===== src/rtl/kamus_pkg.sv =====
// Shared types and constants for the kamus write-back stage.
package kamus_pkg;

  localparam int unsigned XLEN_W     = 32;
  localparam int unsigned REG_ADDR_W = 5;
  localparam int unsigned FUNCT3_W   = 3;

  typedef enum logic [1:0] {
    WB_ALU  = 2'd0,
    WB_LOAD = 2'd1,
    WB_PC4  = 2'd2
  } wb_sel_t;

  localparam logic [FUNCT3_W-1:0] F3_LB  = 3'b000;
  localparam logic [FUNCT3_W-1:0] F3_LH  = 3'b001;
  localparam logic [FUNCT3_W-1:0] F3_LW  = 3'b010;
  localparam logic [FUNCT3_W-1:0] F3_LBU = 3'b100;
  localparam logic [FUNCT3_W-1:0] F3_LHU = 3'b101;

  typedef enum logic {
    IDLE    = 1'b0,
    WAIT_LD = 1'b1
  } wb_state_t;

  // Byte loads never fault; reserved encodings align like LW.
  function automatic logic ld_misaligned(input logic [FUNCT3_W-1:0] f3,
                                         input logic [1:0]          off);
    logic mis;
    case (f3)
      F3_LB, F3_LBU: mis = 1'b0;
      F3_LH, F3_LHU: mis = off[0];
      default:       mis = (off != 2'b00);
    endcase
    return mis;
  endfunction

endpackage


===== src/rtl/kamus_ld_align.sv =====
// Combinational load formatter: selects byte/half/word from an aligned word and extends it.
module kamus_ld_align
  import kamus_pkg::*;
(
  input  logic [FUNCT3_W-1:0] funct3_i,
  input  logic [1:0]          off_i,
  input  logic [XLEN_W-1:0]   word_i,
  output logic [XLEN_W-1:0]   ld_data_c_o
);

  logic [7:0]  byte_v;
  logic [15:0] half_v;

  always_comb begin
    byte_v = word_i[7:0];
    case (off_i)
      2'd0:    byte_v = word_i[7:0];
      2'd1:    byte_v = word_i[15:8];
      2'd2:    byte_v = word_i[23:16];
      default: byte_v = word_i[31:24];
    endcase
    half_v = off_i[1] ? word_i[31:16] : word_i[15:0];

    ld_data_c_o = word_i;
    case (funct3_i)
      F3_LB:   ld_data_c_o = {{24{byte_v[7]}}, byte_v};
      F3_LBU:  ld_data_c_o = {24'd0, byte_v};
      F3_LH:   ld_data_c_o = {{16{half_v[15]}}, half_v};
      F3_LHU:  ld_data_c_o = {16'd0, half_v};
      default: ld_data_c_o = word_i;
    endcase
  end

endmodule


===== src/rtl/kamus_wb_stage.sv =====
// Write-back stage: retires MEM-stage instructions, waits on L1D loads, drives the RF write port.
// Optional ID-stage bypass outputs are enabled with KAMUS_WB_FWD_EN.
module kamus_wb_stage
  import kamus_pkg::*;
#(
  parameter int unsigned XLEN       = 32,
  parameter int unsigned LD_TIMEOUT = 255
) (
  input  logic                  clk_i,
  input  logic                  rst_i,
  input  logic                  mem_valid_i,
  output logic                  mem_ready_o,
  input  logic [XLEN-1:0]       alu_rslt_i,
  input  logic [XLEN-1:0]       pc4_i,
  input  logic [REG_ADDR_W-1:0] rd_addr_i,
  input  logic                  rf_we_i,
  input  logic [1:0]            wb_sel_i,
  input  logic [FUNCT3_W-1:0]   ld_funct3_i,
  input  logic                  l1d_rd_valid_i,
  input  logic [XLEN-1:0]       l1d_rd_data_i,
  output logic                  regfile_wr_en_o,
  output logic [REG_ADDR_W-1:0] regfile_wr_addr_o,
  output logic [XLEN-1:0]       reg_wr_data_o,
  output logic                  stall_o,
  output logic                  ld_err_o
`ifdef KAMUS_WB_FWD_EN
  ,
  output logic                  fwd_valid_o,
  output logic [REG_ADDR_W-1:0] fwd_addr_o,
  output logic [XLEN-1:0]       fwd_data_o
`endif
);

  localparam int unsigned CNT_W = (LD_TIMEOUT > 1) ? $clog2(LD_TIMEOUT + 1) : 1;

  wb_state_t             state_q, state_d;
  logic [CNT_W-1:0]      cnt_q, cnt_d;
  logic [REG_ADDR_W-1:0] rd_q, rd_d;
  logic                  rf_we_q, rf_we_d;
  logic [FUNCT3_W-1:0]   funct3_q, funct3_d;
  logic [1:0]            off_q, off_d;
  logic                  wr_en_q, wr_en_d;
  logic [REG_ADDR_W-1:0] wr_addr_q, wr_addr_d;
  logic [XLEN-1:0]       wr_data_q, wr_data_d;
  logic                  ld_err_q, ld_err_d;

  logic                  cap_en;
  logic                  cap_we;
  logic [REG_ADDR_W-1:0] cap_addr;
  logic [XLEN-1:0]       cap_data;
  logic                  wr_en_c;
  logic                  is_load;
  logic [XLEN-1:0]       ld_data_c;

  // Formats the returning word using the fields latched at accept.
  kamus_ld_align u_ld_align (
    .funct3_i    (funct3_q),
    .off_i       (off_q),
    .word_i      (l1d_rd_data_i),
    .ld_data_c_o (ld_data_c)
  );

  assign is_load     = (wb_sel_i == 2'(WB_LOAD));
  assign mem_ready_o = (state_q == IDLE);
  assign stall_o     = ~mem_ready_o;

  always_comb begin
    state_d   = state_q;
    cnt_d     = cnt_q;
    rd_d      = rd_q;
    rf_we_d   = rf_we_q;
    funct3_d  = funct3_q;
    off_d     = off_q;
    wr_en_d   = 1'b0;
    wr_addr_d = wr_addr_q;
    wr_data_d = wr_data_q;
    ld_err_d  = 1'b0;
    cap_en    = 1'b0;
    cap_we    = 1'b0;
    cap_addr  = rd_addr_i;
    cap_data  = alu_rslt_i;

    case (state_q)
      IDLE: begin
        if (mem_valid_i) begin
          if (is_load) begin
            if (ld_misaligned(ld_funct3_i, alu_rslt_i[1:0])) begin
              ld_err_d = 1'b1;
            end else begin
              rd_d     = rd_addr_i;
              rf_we_d  = rf_we_i;
              funct3_d = ld_funct3_i;
              off_d    = alu_rslt_i[1:0];
              cnt_d    = '0;
              state_d  = WAIT_LD;
            end
          end else begin
            cap_en   = 1'b1;
            cap_we   = rf_we_i;
            cap_addr = rd_addr_i;
            cap_data = (wb_sel_i == 2'(WB_PC4)) ? pc4_i : alu_rslt_i;
          end
        end
      end
      WAIT_LD: begin
        cnt_d = cnt_q + CNT_W'(1);
        // A response in the timeout cycle still completes the load.
        if (l1d_rd_valid_i) begin
          cap_en   = 1'b1;
          cap_we   = rf_we_q;
          cap_addr = rd_q;
          cap_data = ld_data_c;
          cnt_d    = '0;
          state_d  = IDLE;
        end else if ((LD_TIMEOUT != 0) && ((32'(cnt_q) + 32'd1) == LD_TIMEOUT)) begin
          ld_err_d = 1'b1;
          cnt_d    = '0;
          state_d  = IDLE;
        end
      end
      default: state_d = IDLE;
    endcase

    wr_en_c = cap_en & cap_we & (cap_addr != '0);
    if (wr_en_c) begin
      wr_en_d   = 1'b1;
      wr_addr_d = cap_addr;
      wr_data_d = cap_data;
    end
  end

  always_ff @(posedge clk_i or posedge rst_i) begin
    if (rst_i) begin
      state_q   <= IDLE;
      cnt_q     <= '0;
      rd_q      <= '0;
      rf_we_q   <= 1'b0;
      funct3_q  <= '0;
      off_q     <= '0;
      wr_en_q   <= 1'b0;
      wr_addr_q <= '0;
      wr_data_q <= '0;
      ld_err_q  <= 1'b0;
    end else begin
      state_q   <= state_d;
      cnt_q     <= cnt_d;
      rd_q      <= rd_d;
      rf_we_q   <= rf_we_d;
      funct3_q  <= funct3_d;
      off_q     <= off_d;
      wr_en_q   <= wr_en_d;
      wr_addr_q <= wr_addr_d;
      wr_data_q <= wr_data_d;
      ld_err_q  <= ld_err_d;
    end
  end

  assign regfile_wr_en_o   = wr_en_q;
  assign regfile_wr_addr_o = wr_addr_q;
  assign reg_wr_data_o     = wr_data_q;
  assign ld_err_o          = ld_err_q;

`ifdef KAMUS_WB_FWD_EN
  // Bypass shows the write that lands next cycle.
  assign fwd_valid_o = wr_en_c;
  assign fwd_addr_o  = cap_addr;
  assign fwd_data_o  = cap_data;
`endif

endmodule


===== config.mk =====
export PLATFORM = sky130hd
export DESIGN_NAME = kamus_wb_stage
export DESIGN_NICKNAME = d
export VERILOG_FILES = /design/src/rtl/kamus_pkg.sv /design/src/rtl/kamus_ld_align.sv /design/src/rtl/kamus_wb_stage.sv
export SDC_FILE = /design/constraint.sdc
export NUM_CORES = 1
export LEC_CHECK = 0
export CORE_MARGIN = 2
export CORE_UTILIZATION = 25
export CTS_CLUSTER_DIAMETER = 120
export DETAILED_ROUTE_END_ITERATION = 10
export PLACE_DENSITY = 0.5
export SYNTH_ARGS = -nofsm -noshare
export SYNTH_HDL_FRONTEND = slang
export SYNTH_SLANG_ARGS = --single-unit

===== constraint.sdc =====
create_clock -name clk_i -period 3.3 [get_ports clk_i]
set_input_delay 0.33 -clock clk_i [delete_from_list [all_inputs] [get_ports clk_i]]
set_output_delay 0.33 -clock clk_i [all_outputs]
set_load 0.02 [all_outputs]

==> flow_summary.yaml, run 1 <==
status:
  status: "complete, no violations"
timing:
  fin_skew_ns: 0.006395
  maxSlewViolCount: 0
  worst_slew_pin_slew_ns: 0.8792
  hold_ws_ns: 0.4050
  relSlewSlack: 0.4139
  max_freq_mhz: 472.6
  rsz0062_at_grt: "false"
  setup_tns_ns: 0
  setup_violations: 0
  period_needed_ns: 2.116
  finalHoldViolations: 0
  finalCritPeriodShare: 0.6411
  finalWorstSetupSlack_ns: 1.184
global_route:
  grt_pass1_vias: 4490
  antenna_found_initial: 0
  grtUsageTotal: 0.1798
  grt_max_degree: 52
  grt_pass1_wl_um: 24830
  grt-ovfl-total: 0
synth:
  ys_types: 53
  synth-async-reset-ratio: 1.000
  yosysWarnings: 0
  dominantRegCellSynth: "dfrtp_1"
  syn_area_um2: 4149
  ys_seq_area_frac: 0.3559
  synth_edf_count: 0
  syn-mean-instance-area_um2: 8.884
  synthCells: 467
  synth.ff_latch_count: 59
  syn-num-nets: 580
clock_network:
  numCtsBuffers: 9
  cts_buffer_depth: 2
  htreeDepth: 3
  postCtsResizedCells: 0
  cts-root-buf: "clkbuf_16"
  clk_pin_slew_worst_paths_ns: 0.05
  cts_tree: "built"
  cts_sinks: 59
  clk_latency_ns: 0.33
  post_cts_buffers: 0
  ctsHoldBuffers: 0
layout:
  fillCellCount: 1666
  diodes: 0
  layout.cells.non_filler: 818
  num-nets-final: 706
  drive_gt1_frac: 0.1271
  synthToLayoutAreaGrowth_pct: 48.16
power_and_ir_drop:
  total_power_mw: 3.194
  power_density_nw_per_um2: 519.6
  p_leak_nw: 2.324
  ir_drop_v: 0.0002731
detailed_routing:
  drt-wirelength-per-cell_um: 19.25
  num_vias: 4349
  vias_per_cell: 5.317
  drt_wl_total_um: 15750
  drcViolationCount: 0
  drt_iter0_drc: 275
  dr.pass1.iters: 6
  antenna_left: 0
floorplan:
  initial_utilization: 0.2529
  boundaryPins: 152
  rows: 47
  die_w_um: 132.8
  core_area_um2: 16410
  die_area_um2: 17640
  die-height_um: 132.8
setup_path:
  crit_fanout: 33
  cp-end-kind: "register"
  cp.required_ns: 3.52
  cp-start-kind: "primary input"
  worstPathArrival_ns: 2.33
  crit_type: "in -> reg"
placed_design:
  gp_congestion: 0.8922
  io_buffer_count: 151
  pre_cts_ws_ns: 0.8156
  dp_cells: 802
  dp_hpwl_um: 11610
hold_path:
  hold_path_class: "in -> async"
run:
  cap_violations: 0
## power breakdown
part	switching (mW)	internal [mW]	total (mW)
Combinational	0.589	0.582	1.17
Sequential	0.162	0.882	1.04
Clock	0.336	0.643	0.979
Total	1.09	2.11	3.19
## critical path, stage by stage
cell and delay [ns]:
clkdlybuf4s50_1 0.52, nor3_1 0.08, nand2_1 0.07, buf_4 0.34, a21o_1 0.59, mux2_2 0.40
## final cells by class
type                       count  area, um^2  area share
clock buffer                  12       266.5     0.04335
clock inverter                 4       47.55    0.007735
inverter                       8       30.03    0.004885
multi-input combinational    351        2435      0.3961
sequential                    59        1476      0.2402
tap                          220       275.3     0.04478
timing repair buffer         164        1617      0.2630
## per-stage QoR
| stage | util | instance area [um^2] |
|---|---|---|
| 2_1_floorplan | - | 4149 |
| 3_3_place_gp | 0.3555 | 5833 |
| 3_5_place_dp | 0.3555 | 5833 |
| 4_1_cts | 0.3747 | 6147 |
| 5_1_grt | 0.3747 | 6147 |
| 6_report | 0.3747 | 6147 |
## cell usage in the layout (no fill, tap or decap), types with 4 or more instances in the layout
cell type | Yosys | routed
inv_1 | 8 | 7
nand2_1 | 73 | 73
nand3_1 | 8 | 8
a21oi_1 | 4 | 4
a21o_1 | 5 | 5
o21ai_0 | 7 | 7
clkbuf_16 | 0 | 9
nor3_1 | 5 | 5
buf_4 | 0 | 12
a221oi_1 | 5 | 5
nand2b_1 | 5 | 5
a311oi_1 | 16 | 16
or3_1 | 5 | 5
clkdlybuf4s50_1 | 0 | 150
o31ai_1 | 17 | 17
nor2_1 | 21 | 21
o32a_1 | 6 | 6
a31oi_1 | 31 | 31
a211oi_1 | 32 | 32
o211ai_1 | 9 | 9
a22oi_1 | 7 | 7
dfrtp_1 | 59 | 59
a32o_1 | 5 | 5
mux2_2 | 37 | 37
nor2b_1 | 6 | 6
## worst paths after layout
path / cells after the start / endpoint / slack (ns) / startpoint
worst max-delay path: 6 / regfile_wr_addr_o[4] / 1.18 / rd_addr_i[1]
worst min-delay path: 2 / cnt_q[1] / 0.40 / rst_i
worst max register to register: 4 / reg_wr_data_o[30] / 1.21 / off_q[1]
worst min register to register: 1 / regfile_wr_addr_o[4] / 0.52 / regfile_wr_addr_o[4]
max in group asynchronous: 3 / reg_wr_data_o[14] / 2.03 / rst_i
min in group clk_i: 1 / regfile_wr_addr_o[4] / 0.52 / regfile_wr_addr_o[4]
## sequential cells by signal (all words and copies together) (netlist names)
register and count:
regfile_wr_addr_o 5, stall_o 1, regfile_wr_en_o 1, ld_err_o 1, rd_q 5, off_q 2, reg_wr_data_o 32, funct3_q 3
rf_we_q 1, cnt_q 8
## cell usage after synthesis (6+ instances only)
cell,count,area (um^2)
inv_1,8,30.03
a22oi_1,7,52.55
clkbuf_1,37,138.9
nand3_1,8,40.04
nand2_1,73,274.0
nor2b_1,6,37.54
nor2_1,21,78.83
mux2_2,37,416.7
a311oi_1,16,140.1
o211ai_1,9,67.56
o31ai_1,17,127.6
dfrtp_1,59,1476
o21ai_0,7,35.03
o32a_1,6,60.06
a31oi_1,31,193.9
buf_2,7,35.03
a211oi_1,32,240.2
## per-layer routing
metal / global-route usage / wire (um)
met5: 0 / 0
met4: 0.05376 / 231
met3: 0.03602 / 864
met2: 0.2942 / 7603
met1: 0.2401 / 7051
## cells by family after synthesis
kind of cell    share of synthesized area
flops                              0.3559
compound gates                     0.2928
mux                                0.1161
xor+xnor                          0.01056
buf+inv                           0.06091
simple gates                       0.1577
fa+ha+maj                        0.006030
Power figures use the tool's default switching activity.
==> run 2, diff against run 1 <==
- clock period: 3.3 -> 2 ns (I/O delays scaled with it)
==> flow_summary.yaml, run 2 (same netlist as run 1, synthesis figures left out) <==
status:
  status: "complete, no violations"
placed_design:
  gp_congestion: 0.8743
  dp_hpwl_um: 12030
  io_buffer_count: 151
  placed_cell_area_um2: 6043
detailed_routing:
  vias_per_cell: 5.257
  drt_iter0_drc: 258
  drt_wl_total_um: 15990
  drt-wirelength-per-cell_um: 19.01
  antenna_left: 0
  num_vias: 4421
  dr.pass1.iters: 5
  drcViolationCount: 0
global_route:
  grtUsageTotal: 0.1823
  grt-ovfl-total: 0
  grt_max_degree: 42
  antenna_found_initial: 1
  grt_pass1_vias: 4538
  grt_pass1_wl_um: 25220
layout:
  synthToLayoutAreaGrowth_pct: 53.05
  mostFrequentLayoutCells: "clkdlybuf4s50_1, nand2_1, dfrtp_1, mux2_2"
  fillCellCount: 1622
  layout_commonest_cell: "clkdlybuf4s50_1"
  largest_reg_flops: 32
  design_area_um2: 6350
  num-nets-final: 729
  diodes: 0
  drive_gt1_frac: 0.1610
clock_network:
  cts-root-buf: "clkbuf_16"
  cts_tree: "built"
  post_cts_buffers: 0
  clk_pin_slew_worst_paths_ns: 0.06
  htreeDepth: 3
  ctsHoldBuffers: 0
  cts_buffer_depth: 2
  cts_sinks: 59
  postCtsResizedCells: 0
  numCtsBuffers: 9
  clk_latency_ns: 0.33
setup_path:
  crit_slowest_cell: "dfrtp_1"
  crit_chain: "or3_1, o311a_1, a21o_1, buf_4, mux2_4"
  rrSetupSlack_ns: 0.09
  r2r_cells: 5
  reg2reg_to: "regfile_wr_addr_o[2]"
  cp-end-kind: "register"
  crit_type: "reg -> reg"
  worstPathArrival_ns: 2.13
  cp.required_ns: 2.22
  rr_startpoint: "rd_q[3]"
  crit_fanout: 4
  max_stage_delay_ns: 0.38
  cp-start-kind: "register"
timing:
  finalCritPeriodShare: 0.9547
  max_freq_mhz: 523.7
  worst_slew_pin_slew_ns: 0.6237
  relSlewSlack: 0.5838
  setup_tns_ns: 0
  rsz0062_at_grt: "false"
  maxSlewViolCount: 0
  setup_violations: 0
  period_needed_ns: 1.909
  fin_skew_ns: 0.005684
  finalHoldViolations: 0
floorplan:
  die-height_um: 132.8
  rows: 47
  die_w_um: 132.8
  die_area_um2: 17640
  initial_utilization: 0.2529
  core_area_um2: 16410
  boundaryPins: 152
power_and_ir_drop:
  power_frac_seq: 0.318
  power_density_nw_per_um2: 834.9
  p_comb_frac: 0.384
  power.internal_mw: 3.484
  ir_drop_v: 0.0004889
  swShare: 0.3429
  p_leak_nw: 2.434
  clockPowerShare: 0.297
  switching_power_mw: 1.818
run:
  cap_violations: 0
hold_path:
  hold_path_class: "in -> async"
## run 2: cell count changes in the layout (fill, tap and decap cells not counted), moves of 2 or more
| cell | previous run | this run |
|---|---|---|
| buf_4 | 12 | 32 |
| clkbuf_8 | 3 | 1 |
| clkinvlp_4 | 1 | 4 |
| buf_12 | 1 | 4 |
## run 2: routing by layer
| metal | routed length, um | global-route usage | share of wire | up-vias |
|---|---|---|---|---|
| li1 | - | - | - | 2085 |
| met5 | 16 | 0 | 0.0010 | - |
| met2 | 7638 | 0.3045 | 0.48 | 160 |
| met3 | 914 | 0.03870 | 0.057 | 22 |
| met4 | 333 | 0.05795 | 0.021 | 2 |
| met1 | 7085 | 0.2355 | 0.44 | 2152 |
## run 2: power by group through the flow
stage               combinational (mW)  sequential (mW)  clock [mW]
detailed placement                2.03             1.71           0
CTS                               2.05             1.69        1.62
finish                            2.04             1.69        1.58
floorplan                        0.876             1.87           0
global placement                  2.02             1.70           0
global route                      2.20             1.72        1.68
## run 2: worst max-delay path by stage
stage,from,cells after the start,to,slack [ns]
6_report,rd_q[3],5,regfile_wr_addr_o[2],0.09
5_1_grt,rd_q[3],6,reg_wr_data_o[8],0.01
4_1_cts,rd_q[3],5,regfile_wr_addr_o[2],0.09
3_5_place_dp,wb_sel_i[1],5,reg_wr_data_o[15],-0.14
3_3_place_gp,wb_sel_i[1],5,reg_wr_data_o[8],-0.04
2_1_floorplan,stall_o,7,regfile_wr_addr_o[0],0.13
## run 2: critical path: cells and delay by family (launching register included)
kind / cells / cell delay [ns]
buffers and inverters: 1 / 0.18
and+or+nand+nor: 1 / 0.37
DFF: 1 / 0.38
AOI/OAI and AO/OA: 2 / 0.57
muxes: 1 / 0.29
## run 2: layout make-up
type	instances	area (um^2)	area share
multi-input combinational	351	2437	0.3838
tap	220	275.3	0.04335
clock inverter	6	65.06	0.01025
sequential	59	1476	0.2325
inverter	8	30.03	0.004729
clock buffer	10	239.0	0.03764
timing repair buffer	187	1827	0.2877
## run 2: stage by stage
stage	worst slack, ns	std cells	total power [mW]	hold slack [ns]	utilization
after floorplan	0.1312	467	2.742	0.3273	-
after global placement	-0.04313	825	3.716	0.5058	0.3683
after detailed placement	-0.1361	825	3.743	0.4941	0.3683
after CTS	0.08851	841	5.356	0.2258	0.3869
after global routing	0.01347	841	5.594	0.2416	0.3870
final	0.09055	841	5.302	0.2097	0.3870
==> run 3, diff against run 2 <==
--- a/config.mk
+++ b/config.mk
@@ -10,6 +10,7 @@
 export CTS_CLUSTER_DIAMETER = 120
 export DETAILED_ROUTE_END_ITERATION = 10
-export PLACE_DENSITY = 0.5
+export PLACE_DENSITY = 0.49
 export SYNTH_ARGS = -nofsm -noshare
 export SYNTH_HDL_FRONTEND = slang
+export SYNTH_HIERARCHICAL = 1
 export SYNTH_SLANG_ARGS = --single-unit
==> constraint.sdc (replaced) <==
create_clock -name clk_i -period 2 [get_ports clk_i]
set_input_delay 0.2 -clock clk_i [delete_from_list [all_inputs] [get_ports clk_i]]
set_output_delay 0.2 -clock clk_i [all_outputs]
set_load 0.005 [all_outputs]
==> flow_summary.yaml, run 3 <==
detailed_routing:
  num_vias: 4489
  drt_wl_total_um: 16810
  drcViolationCount: 0
  antenna_left: 0
  vias_per_cell: 4.971
  dr.pass1.iters: 4
  drt_iter0_drc: 185
  drt-wirelength-per-cell_um: 18.62
clock_network:
  ctsHoldBuffers: 0
  clk_latency_ns: 0.34
  cts-root-buf: "clkbuf_16"
  cts_buffer_depth: 2
  cts_sinks: 59
  cts_tree: "built"
  htreeDepth: 3
  clk_pin_slew_worst_paths_ns: 0.06
  numCtsBuffers: 9
synth:
  yosys.area.top_type: "dfrtp_1"
  ys_types: 54
  ys_seq_area_frac: 0.3223
  synth.ff_latch_count: 59
  dominantRegCellSynth: "dfrtp_1"
  synth.top_cell.area_share: 0.3223
  synthCells: 470
  syn-num-nets: 583
  yosysWarnings: 6
  syn-mean-instance-area_um2: 9.746
  synthTopCellsByArea: "dfrtp_1, mux2_2, mux2_4"
  ys_top_cells_by_count: "dfrtp_1, a21oi_1, nor2b_1, mux2i_1, mux2_2"
  synth_edf_count: 0
  syn_area_um2: 4581
  synth_most_common_cell: "dfrtp_1"
  synth-async-reset-ratio: 1.000
timing:
  rsz0062_at_grt: "true"
  finalWorstSetupSlack_ns: -0.07263
  max_freq_mhz: 482.5
  period_needed_ns: 2.073
  setup_violations: 18
  maxSlewViolCount: 0
  worst_slew_pin_slew_ns: 0.4500
  relSlewSlack: 0.6980
  finalHoldViolations: 0
  fin_skew_ns: 0.005322
  finalCritPeriodShare: 1.036
layout:
  drive_gt1_frac: 0.3031
  layout.cells.non_filler: 903
  regArea_um2: 1479
  multi_input_area_um2: 3085
  design_area_um2: 7452
  num-nets-final: 781
  mostFrequentLayoutCells: "clkdlybuf4s50_1, buf_4, dfrtp_1, a21oi_1, nor2b_1"
  layout_commonest_cell: "clkdlybuf4s50_1"
  synthToLayoutAreaGrowth_pct: 62.69
  post-route-util: 0.4149
  fillCellCount: 1751
  largest_reg_flops: 32
setup_path:
  crit_type: "reg -> reg"
  rr_startpoint: "off_q[0]"
  rrSetupSlack_ns: -0.07
  r2r_cells: 8
  reg2reg_to: "reg_wr_data_o[9]"
  cp-end-kind: "register"
  crit_fanout: 8
  cp.required_ns: 2.22
  cp-start-kind: "register"
  crit_start: "off_q[0]"
  crit_path_end: "reg_wr_data_o[9]"
  crit_slowest_cell: "dfrtp_2"
  max_stage_delay_ns: 0.45
  cpMostUsedCell: "mux2_4"
  worstPathArrival_ns: 2.29
  crit_chain: "mux2_4, a22oi_4, buf_6, buf_12, o221ai_4, a211oi_2, a21oi_1, mux2_4"
floorplan:
  die_area_um2: 19420
  core_area_um2: 17960
  boundaryPins: 152
  die-height_um: 139.4
  die_w_um: 139.4
  rows: 49
  initial_utilization: 0.2550
status:
  status: "finished, violations left"
  violations: "setup timing"
power_and_ir_drop:
  p_leak_nw: 3.107
  switching_power_mw: 2.100
  p_comb_frac: 0.481
  power_frac_seq: 0.270
  ir_drop_v: 0.0005157
  power.internal_mw: 4.257
  power_density_nw_per_um2: 853.1
  clockPowerShare: 0.249
  swShare: 0.3304
placed_design:
  io_buffer_count: 151
  dp_hpwl_um: 12520
  placed_cell_area_um2: 6771
  gp_congestion: 0.8342
  dp_cells: 879
global_route:
  grt-ovfl-total: 0
  grt_pass1_wl_um: 25330
  antenna_found_initial: 0
  grtUsageTotal: 0.1668
  grt_pass1_vias: 4548
  grt_max_degree: 60
run:
  cap_violations: 0
hold_path:
  hold_path_class: "in -> async"
## run 3: worst min path at each step
| stage | endpoint | slack, ns | cells after the start |
|---|---|---|---|
| 2_1_floorplan | rd_q[2] | 0.35 | 1 |
| 3_3_place_gp | reg_wr_data_o[14] | 0.49 | 1 |
| 3_5_place_dp | reg_wr_data_o[10] | 0.50 | 1 |
| 4_1_cts | reg_wr_data_o[8] | 0.26 | 3 |
| 5_1_grt | reg_wr_data_o[2] | 0.28 | 3 |
| 6_report | reg_wr_data_o[2] | 0.25 | 3 |
## run 3: routing by layer
layer | part of all wire | vias up | track usage
li1 | - | 2148 | -
met1 | 0.45 | 2184 | 0.2167
met2 | 0.47 | 136 | 0.2709
met3 | 0.057 | 21 | 0.04542
met4 | 0.022 | 0 | 0.05104
met5 | 0 | - | 0
## run 3: final cells by class
cell class | count | share of cell area
diodes | 1 | 0.0003358
clock buffers | 12 | 0.03308
clock inverters | 4 | 0.006716
inverters | 19 | 0.009738
multi-input cells | 352 | 0.4140
flip-flops and latches | 59 | 0.1985
well taps | 229 | 0.03845
repair buffers | 227 | 0.2992
## run 3: cell families (layout without fill, tap and decap cells)
family,after synthesis,count (layout),synth area share
other cells,0,1,0
flops,59,59,0.3223
simple gates,120,120,0.1349
fa+ha+maj,2,2,0.005462
mux,93,93,0.2606
compound gates,135,135,0.2038
buf+inv,59,262,0.06911
xor+xnor,2,2,0.003825
## run 3: critical path: cells and delay by family (launching register included)
family / cells / cell delay (ns)
buf+inv: 2 / 0.27
compound gates: 4 / 0.63
mux: 2 / 0.59
flops: 1 / 0.45
## run 3: timing repair
| action | CTS | global route |
|---|---|---|
| resized for setup | 13 | 57 |
| gates cloned | 0 | 1 |
| setup buffers | 3 | 3 |
| pin swaps | 6 | 31 |
| endpoints found under the setup margin | 31 | 30 |
## run 3: power groups by stage
stage,clock network (mW),registers [mW],logic (mW)
after floorplan,0,1.68,1.32
after global placement,0,1.72,2.61
after detailed placement,0,1.73,2.63
after CTS,1.63,1.72,2.74
after global routing,1.69,1.76,3.26
final,1.58,1.72,3.06
## run 3: stage by stage
step                worst slack [ns]  TNS, ns  power (mW)  hold slack (ns)
floorplan                    0.04524        0       3.000           0.3504
global route                 -0.1583   -2.737       6.706           0.2763
global placement             -0.1874   -3.020       4.328           0.4892
CTS                         -0.02268  -0.1424       6.088           0.2574
detailed placement           -0.2026   -3.728       4.355           0.4956
finish                      -0.07263  -0.7522       6.357           0.2452
